$ cat src/rtl/alu_pipe_pkg.sv
// Opcode map, FSM states and op-class decode for the pipelined ALU.
// Latency: n/a (package). Backpressure: n/a.
package alu_pipe_pkg;

    localparam logic [4:0] OP_ADD      = 5'b11111;
    localparam logic [4:0] OP_ADD_ALT  = 5'b00001;
    localparam logic [4:0] OP_COMP     = 5'b10000;
    localparam logic [4:0] OP_COMP_ALT = 5'b00010;
    localparam logic [4:0] OP_AND      = 5'b00011;
    localparam logic [4:0] OP_XOR      = 5'b00100;
    localparam logic [4:0] OP_DIFF     = 5'b01111;
    localparam logic [4:0] OP_MUL      = 5'b11000;
    localparam logic [4:0] OP_SLL      = 5'b10001;
    localparam logic [4:0] OP_SRL      = 5'b10010;
    localparam logic [4:0] OP_SRA      = 5'b10101;
    localparam logic [4:0] OP_SLLV     = 5'b10011;
    localparam logic [4:0] OP_SRLV     = 5'b10100;
    localparam logic [4:0] OP_SRAV     = 5'b10110;

    typedef enum logic {IDLE, MUL} state_t;

    typedef enum logic [3:0] {
        CLS_PASS, CLS_ADD, CLS_COMP, CLS_AND, CLS_XOR, CLS_DIFF, CLS_MUL,
        CLS_SLL, CLS_SRL, CLS_SRA, CLS_SLLV, CLS_SRLV, CLS_SRAV
    } op_cls_t;

    function automatic op_cls_t op_class(input logic [4:0] op);
        op_cls_t cls;
        case (op)
            OP_ADD, OP_ADD_ALT:   cls = CLS_ADD;
            OP_COMP, OP_COMP_ALT: cls = CLS_COMP;
            OP_AND:               cls = CLS_AND;
            OP_XOR:               cls = CLS_XOR;
            OP_DIFF:              cls = CLS_DIFF;
            OP_MUL:               cls = CLS_MUL;
            OP_SLL:               cls = CLS_SLL;
            OP_SRL:               cls = CLS_SRL;
            OP_SRA:               cls = CLS_SRA;
            OP_SLLV:              cls = CLS_SLLV;
            OP_SRLV:              cls = CLS_SRLV;
            OP_SRAV:              cls = CLS_SRAV;
            default:              cls = CLS_PASS;
        endcase
        return cls;
    endfunction

endpackage

$ cat src/rtl/alu_pipe_mul.sv
// Iterative unsigned shift-add multiplier, one partial product per enabled cycle.
// Latency: start edge plus WIDTH enabled steps; done/product are valid during the final step.
// Backpressure: en low freezes the step sequence, so a finished product waits for its consumer.
module alu_pipe_mul #(
    parameter int WIDTH = 32,
    parameter int SHW   = $clog2(WIDTH)
) (
    input  logic                 clk,
    input  logic                 rst,
    input  logic                 start,
    input  logic                 en,
    input  logic [WIDTH-1:0]     a,
    input  logic [WIDTH-1:0]     b,
    output logic                 done,
    output logic [2*WIDTH-1:0]   product
);
    import alu_pipe_pkg::*;

    logic                 busy;
    logic [SHW-1:0]       cnt;
    logic [WIDTH-1:0]     mcand;
    logic [2*WIDTH-1:0]   acc;
    logic [2*WIDTH-1:0]   acc_step;
    logic [WIDTH:0]       sum;

    // Multiplier lives in the low half of acc and is consumed LSB-first as the
    // accumulated partial product shifts right into its place.
    assign sum      = {1'b0, acc[2*WIDTH-1:WIDTH]} + (acc[0] ? {1'b0, mcand} : '0);
    assign acc_step = {sum, acc[WIDTH-1:1]};
    assign done     = busy && en && (cnt == SHW'(WIDTH - 1));
    assign product  = acc_step;

    always_ff @(posedge clk) begin
        if (rst) begin
            busy  <= 1'b0;
            cnt   <= '0;
            mcand <= '0;
            acc   <= '0;
        end else if (start) begin
            busy  <= 1'b1;
            cnt   <= '0;
            mcand <= a;
            acc   <= {{WIDTH{1'b0}}, b};
        end else if (busy && en) begin
            acc <= acc_step;
            cnt <= cnt + 1'b1;
            if (done) begin
                busy <= 1'b0;
            end
        end
    end

endmodule

$ cat src/rtl/alu_pipe.sv
// Single-issue ALU with one output register stage and an iterative multiply path.
// Latency: 1 cycle for single-cycle ops, WIDTH+1 cycles for mul (accept to out_valid).
// Backpressure: in_ready drops while a result is held or a mul is in flight; held outputs stay stable.
module alu_pipe #(
    parameter int WIDTH = 32,
    parameter int SHW   = $clog2(WIDTH)
) (
    input  logic             clk,
    input  logic             rst,
    input  logic             in_valid,
    output logic             in_ready,
    input  logic [4:0]       control_ALUop,
    input  logic [WIDTH-1:0] input1,
    input  logic [WIDTH-1:0] input2,
    output logic             out_valid,
    input  logic             out_ready,
    output logic [WIDTH-1:0] result,
    output logic             carry,
    output logic             sign_bit,
    output logic             zero_flag
);
    import alu_pipe_pkg::*;

    state_t             state;
    op_cls_t            cls;
    logic               accept;
    logic               is_mul;
    logic               stall;
    logic               load;
    logic               mul_done;
    logic [2*WIDTH-1:0] mul_prod;
    logic [WIDTH:0]     add_sum;
    logic [SHW-1:0]     shamt;
    logic [WIDTH-1:0]   alu_res;
    logic               alu_carry;
    logic [WIDTH-1:0]   ld_res;
    logic               ld_carry;

    assign cls      = op_class(control_ALUop);
    assign in_ready = !rst && (state == IDLE) && (!out_valid || out_ready);
    assign accept   = in_valid && in_ready;
    assign is_mul   = (cls == CLS_MUL);
    assign stall    = out_valid && !out_ready;
    assign add_sum  = {1'b0, input1} + {1'b0, input2};

    // Immediate shifts take their amount from the shamt field starting at bit 6.
    always_comb begin
        shamt = input2[SHW-1:0];
        if (cls == CLS_SLL || cls == CLS_SRL || cls == CLS_SRA) begin
            shamt = SHW'(input2 >> 6);
        end
    end

    always_comb begin
        alu_res   = input1;
        alu_carry = 1'b0;
        case (cls)
            CLS_ADD: begin
                alu_res   = add_sum[WIDTH-1:0];
                alu_carry = add_sum[WIDTH];
            end
            CLS_COMP:             alu_res = '0 - input2;
            CLS_AND:              alu_res = input1 & input2;
            CLS_XOR:              alu_res = input1 ^ input2;
            CLS_SLL, CLS_SLLV:    alu_res = input1 << shamt;
            CLS_SRL, CLS_SRLV:    alu_res = input1 >> shamt;
            CLS_SRA, CLS_SRAV:    alu_res = $unsigned($signed(input1) >>> shamt);
            CLS_DIFF: begin
                alu_res = WIDTH'(WIDTH);
                for (int i = WIDTH - 1; i >= 0; i--) begin
                    if (input1[i] != input2[i]) begin
                        alu_res = WIDTH'(i);
                    end
                end
            end
            default: alu_res = input1;
        endcase
    end

    always_comb begin
        load     = 1'b0;
        ld_res   = alu_res;
        ld_carry = alu_carry;
        if (state == MUL) begin
            load     = mul_done;
            ld_res   = mul_prod[WIDTH-1:0];
            ld_carry = |mul_prod[2*WIDTH-1:WIDTH];
        end else begin
            load = accept && !is_mul;
        end
    end

    alu_pipe_mul #(
        .WIDTH (WIDTH),
        .SHW   (SHW)
    ) u_mul (
        .clk     (clk),
        .rst     (rst),
        .start   (accept && is_mul),
        .en      (!stall),
        .a       (input1),
        .b       (input2),
        .done    (mul_done),
        .product (mul_prod)
    );

    always_ff @(posedge clk) begin
        if (rst) begin
            state     <= IDLE;
            out_valid <= 1'b0;
            result    <= '0;
            carry     <= 1'b0;
            sign_bit  <= 1'b0;
            zero_flag <= 1'b0;
        end else begin
            if (load) begin
                result    <= ld_res;
                carry     <= ld_carry;
                sign_bit  <= ld_res[WIDTH-1];
                zero_flag <= (ld_res == '0);
                out_valid <= 1'b1;
            end else if (out_ready) begin
                out_valid <= 1'b0;
            end
            case (state)
                IDLE: if (accept && is_mul) state <= MUL;
                MUL:  if (mul_done) state <= IDLE;
                default: state <= IDLE;
            endcase
        end
    end

endmodule

$ cat config.mk
export PLATFORM = sky130hd
export DESIGN_NAME = alu_pipe
export DESIGN_NICKNAME = d
export VERILOG_FILES = /design/src/rtl/alu_pipe_pkg.sv /design/src/rtl/alu_pipe_mul.sv /design/src/rtl/alu_pipe.sv
export SDC_FILE = /design/constraint.sdc
export NUM_CORES = 1
export LEC_CHECK = 0
export CAP_MARGIN = 5
export CORE_ASPECT_RATIO = 1.5
export CORE_MARGIN = 4
export CORE_UTILIZATION = 62
export DETAILED_ROUTE_END_ITERATION = 16
export PLACE_DENSITY = 0.95
export SLEW_MARGIN = 5
export SYNTH_ARGS = -nofsm -noshare
export SYNTH_HDL_FRONTEND = slang
export SYNTH_SLANG_ARGS = --single-unit
$ cat constraint.sdc
create_clock -name clk -period 4.2 [get_ports clk]
set_input_delay 0.63 -clock clk [delete_from_list [all_inputs] [get_ports clk]]
set_output_delay 0.63 -clock clk [all_outputs]
set_load 0.005 [all_outputs]
==> metrics.txt, run 1 <==
status did not finish; stopping stage 5_1_grt; First Error [ERROR GRT-0116] Global routing finished with congestion. Check the congestion regions in the DRC Viewer.; total CTS buffers 17; Main synth FF type dfxtp_1; Die Height slightly above 200 um; sequential-to-total area share from yosys stat 0.171; first-pass GRT wire length approximately 200000 um; synth top area cells dfxtp_1 (17%), nand2_1 (7.6%), a21oi_1 (6.4%); post-synth top area share 0.171; vias in the first global route between 30000 and 40000; largest net degree at the start of global routing 97; post-detail-place hpwl 70000 um; Root Driver clkbuf_16; Hold Buf Count CTS 0; GR Overflow Total 1019; Async SR Flop Fraction 0; Initial Utilization 0.628; post-synth cell types 99; worst-case clock buffer depth 2; I/O pins 110; post-synthesis cell count between 2000 and 2500; # rows 72; Post-synth EDFFs 0; GRT Total Usage 0.887; Post-Syn Area around 0.016 mm2; Die W approximately 140 um; CTS HTree Levels 4; CTS sink count between 100 and 150; #FFs+latches synth between 100 and 150; Avg Inst Size Synth approximately 6.8 um2; Yosys top cell by area dfxtp_1; Mapped Nets 2517; routability cong. ~1.5; # port buffers 109; Synth warnings 0
-- through the flow --
stage / instances / TNS (ps) / instance area [um2] / utilization / setup WS (ps)
4_1_cts: 3147 / 0 / 21400 / 0.832 / 2.24
3_5_place_dp: 3115 / -7220 / 20800 / 0.806 / -531
3_3_place_gp: 3115 / -2330 / 20800 / 0.806 / -497
2_1_floorplan: 2375 / 0 / 16200 / - / 548
-- synthesized netlist by cell type (9+ instances only) --
cell type and count:
o21bai_1 12, inv_1 40, a211oi_1 55, nor2b_1 16
xnor2_1 48, a21oi_1 207, nand3_1 91, o31ai_1 20
o211ai_1 81, or3_1 30, buf_4 11, xor2_1 31
a221oi_1 24, clkbuf_1 139, o21ai_0 109, o21a_1 17
a22o_1 10, buf_2 30, mux2i_1 36, nand2b_1 16
ha_1 67, nand4_1 24, a311oi_1 42, nor2_1 239
and3_1 23, o22ai_1 30, a21o_1 32, nor3_1 69
and4_1 9, nand2_1 329, a31oi_1 31, dfxtp_1 138
a22oi_1 15, a211o_1 18, nor4_1 22, mux2_2 12
a31o_2 9, o221ai_1 18, buf_1 13, and2_1 46
-- layer usage --
metal | track usage | GRT overflow
met4 | 0.935 | 291
met3 | 0.761 | 61
met5 | 0.554 | 10
met2 | 1.05 | 603
met1 | 0.840 | 54
-- cell families after synthesis --
| family | share of synthesized area |
|---|---|
| AO/OA/AOI/OAI | 0.361 |
| XOR/XNOR | 0.0427 |
| adder cells (fa/ha/maj) | 0.0543 |
| buffers and inverters | 0.0618 |
| flip-flops | 0.171 |
| multiplexers | 0.0322 |
| AND/OR/NAND/NOR | 0.277 |
-- what timing repair did --
action | in CTS
buffers inserted | 1
endpoints found under the setup margin | 4
pin swaps | 2
resized for setup | 17
cloned | 0
==> run 2, diff against run 1 <==
--- a/config.mk
+++ b/config.mk
@@ -6,11 +6,10 @@
 export NUM_CORES = 1
 export LEC_CHECK = 0
 export CAP_MARGIN = 5
-export CORE_ASPECT_RATIO = 1.5
 export CORE_MARGIN = 4
-export CORE_UTILIZATION = 62
+export CORE_UTILIZATION = 40
 export DETAILED_ROUTE_END_ITERATION = 16
-export PLACE_DENSITY = 0.95
+export PLACE_DENSITY_LB_ADDON = 0.15
 export SLEW_MARGIN = 5
 export SYNTH_ARGS = -nofsm -noshare
 export SYNTH_HDL_FRONTEND = slang
==> run 2 against run 1 <==
  * The flow now finishes, with violations (setup timing)
  * Synthesized cell count stayed put
  * Area after synthesis is the same
==> metrics.txt, run 2 <==
status finished, violations left; failing checks setup timing; CTS clk-pin slew, worst paths about 70 ps; Worst path slowest cell clkdlybuf4s50_1; commonest non-fill, non-tap cell in the layout buf_4; synth top area cells dfxtp_1 (17%), nand2_1 (7.6%), a21oi_1 (6.4%); Hold Path Class reg -> reg; Die Height 209 um (+1.6%); first-pass GRT wire length roughly 150000 um; Post-synth EDFFs 0 (unchanged); # port buffers 109 (unchanged); sequential-to-total area share from yosys stat 0.171 (unchanged); critical path endpoint category flip-flop; DP Cell Count 3467 (+11%); die area roughly 0.044 mm2; final worst slack -4.35 ps; routability cong. 1.13 (-26%); Mapped Nets 2517 (unchanged); Initial Utilization 0.406 (-0.222); top flop regs u_mul.acc (64), result (32), u_mul.mcand (32); worst vdd ir 0.000231 V; slew margin rel. 0.261; RR Endpoint carry$_SDFFE_PP0P_; #FFs+latches synth 138 (unchanged); total CTS buffers 17 (unchanged); Setup Skew between 20 and 30 ps; initial antenna violation count 6; CTS sink count 138 (unchanged); Tot Pwr ~5.5 mW; post-route insts no fill 3507; final count of hold timing violations 0; Lkg Pwr just under 10 nW; crit-path cells clkdlybuf4s50_1 > ha_1 > buf_4 > nor2_1 > o311ai_1 > a311oi_2 > buf_4 > o311ai_0 > nand3_1 > nand4_1 > buf_4 > nor3_1 > a211o_1 > o2111ai_1 > nor4_1 > buf_4 > nand4_1 > nand2_1; CTS tree built; Via Count about 23000; setup violators final 1; post-detail-place hpwl 81500 um (+16%); most used cell, CP buf_4; Main synth FF type dfxtp_1; pwr dens 235 mW/mm2; post-synth top area share 0.171 (unchanged); Avg Inst Size Synth 6.81 um2 (unchanged); post-synth cell types 99 (unchanged); critical path class in -> reg; wire length per cell 29.0 um; Pre-Repair DR Iteration Count 9; HP Start result[12]$_SDFFE_PP0P_; Layout area overhead 44.0%; max-cap viol count 0; unrepaired setup endpoints after global routing yes; share of cells above drive strength 1 0.273; Slew @ Worst Pin roughly 1100 ps; required time of the critical path around 4600 ps; origin of the critical flop-to-flop path u_mul.acc[0]$_SDFFE_PP0P_; GR Overflow Total 0; Critical Path Fanout Max 7; Worst setup SP type primary input; clk_lat worst skew between 400 and 500 ps; Final Slew Violations 0; initial drt markers 3817; Yosys top cell by area dfxtp_1; Root Driver clkbuf_16; Worst Reg2Reg Path Length in Cells 15; CP Data Arrival Time around 4600 ps; worst-case clock buffer depth 2 (unchanged); Core Util, Final 0.585; Die W 209 um (+49%); Total Wirelength ~100000 um; Final ANT Viol Nets 0; minimum clock period around 4200 ps; # nets final about 3100; I/O pins 110 (unchanged); largest net degree at the start of global routing between 90 and 100; Worst Hold Endpoint result[12]$_SDFFE_PP0P_; CORE AREA roughly 0.04 mm2; top-count cell post-synth nand2_1; synth cell count leaders nand2_1 (329), nor2_1 (239), a21oi_1 (207); Async SR Flop Fraction 0 (unchanged); max reg flops 64; hold depth 2; vias in the first global route 21900; # rows 73 (+1.4%); most frequent cells in the layout buf_4 (642), nand2_1 (325), nor2_1 (238); Reg2Reg Setup Slack 110 ps; Synth warnings 0 (unchanged); CTS HTree Levels 4 (unchanged); Post-Syn Area 0.0162 mm2 (unchanged); CP peak stage delay between 600 and 700 ps; GRT Total Usage 0.441; Largest Register u_mul.acc; post-synthesis cell count 2375 (unchanged); fin crit share 1.00; Max Fclk roughly 240 MHz; Residual DRC 0; DR vias/cell between 6 and 7
==> run 2: cell counts after synthesis <==
Identical to the previous run, type by type.
==> run 2: repair_timing <==
| action | CTS | global route |
|---|---|---|
| hold buffers | 0 | 0 |
| buffers inserted | 3 | 4 |
| resized for setup | 12 | 67 |
| endpoints found under the setup margin | 3 | 17 |
| pin swaps | 2 | 8 |
==> run 2: where the power goes <==
group          internal (mW)  switching, mW
logic                   1.07           1.44
clock network          0.902          0.718
registers               1.33         0.0168
==> run 2: area by class of cell <==
class	instances	area, um2
timing repair buffer	771	6290
inverter	42	158
antenna	1	2.50
sequential	138	2770
clock buffer	18	439
fill	3721	16500
multi-input combinational	1998	12800
clock inverter	14	160
tap	525	657
==> run 2: routing by layer <==
layer,global-route usage,up-vias,part of all wire,wire length (um)
met3,0.102,454,0.12,12200
met2,0.657,1872,0.41,41900
met1,0.585,11000,0.39,39800
li1,-,10100,-,-
met5,0,-,0.00020,20
met4,0.249,4,0.076,7770
==> run 2: worst max-delay path, delay by kind of cell <==
family	cells	cell delay (ps)
adders and majority gates	1	450
AOI/OAI and AO/OA	5	1210
buffers and inverters	5	1330
and+or+nand+nor	7	980
==> run 2: logic make-up after synthesis <==
| kind of cell | share of synthesized area |
|---|---|
| AO/OA/AOI/OAI | 0.361 |
| XOR/XNOR | 0.0427 |
| adder cells (fa/ha/maj) | 0.0543 |
| buffers and inverters | 0.0618 |
| flip-flops | 0.171 |
| multiplexers | 0.0322 |
| AND/OR/NAND/NOR | 0.277 |
==> run 2: worst max path at each step <==
stage | from | cells after the start | to
CTS | control_ALUop[0] | 15 | zero_flag$_SDFFE_PP0P_
global placement | control_ALUop[0] | 17 | zero_flag$_SDFFE_PP0P_
global route | u_mul.acc[0]$_SDFFE_PP0P_ | 15 | carry$_SDFFE_PP0P_
floorplan | control_ALUop[0] | 14 | zero_flag$_SDFFE_PP0P_
detailed placement | control_ALUop[0] | 17 | zero_flag$_SDFFE_PP0P_
finish | input1[27] | 18 | zero_flag$_SDFFE_PP0P_
==> run 2: metrics by stage <==
step | setup TNS (ps) | area [um2] | hold WS (ps) | setup WS [ps]
after detailed placement | -9470 | 22300 | 444 | -758
after floorplan | 0 | 16200 | 432 | 548
after CTS | 0 | 23000 | 452 | 2.76
final | -4.35 | 23300 | 451 | -4.35
after global routing | -67.8 | 23300 | 467 | -41.5
after global placement | -6820 | 22300 | 439 | -725
Power figures use the tool's default switching activity.
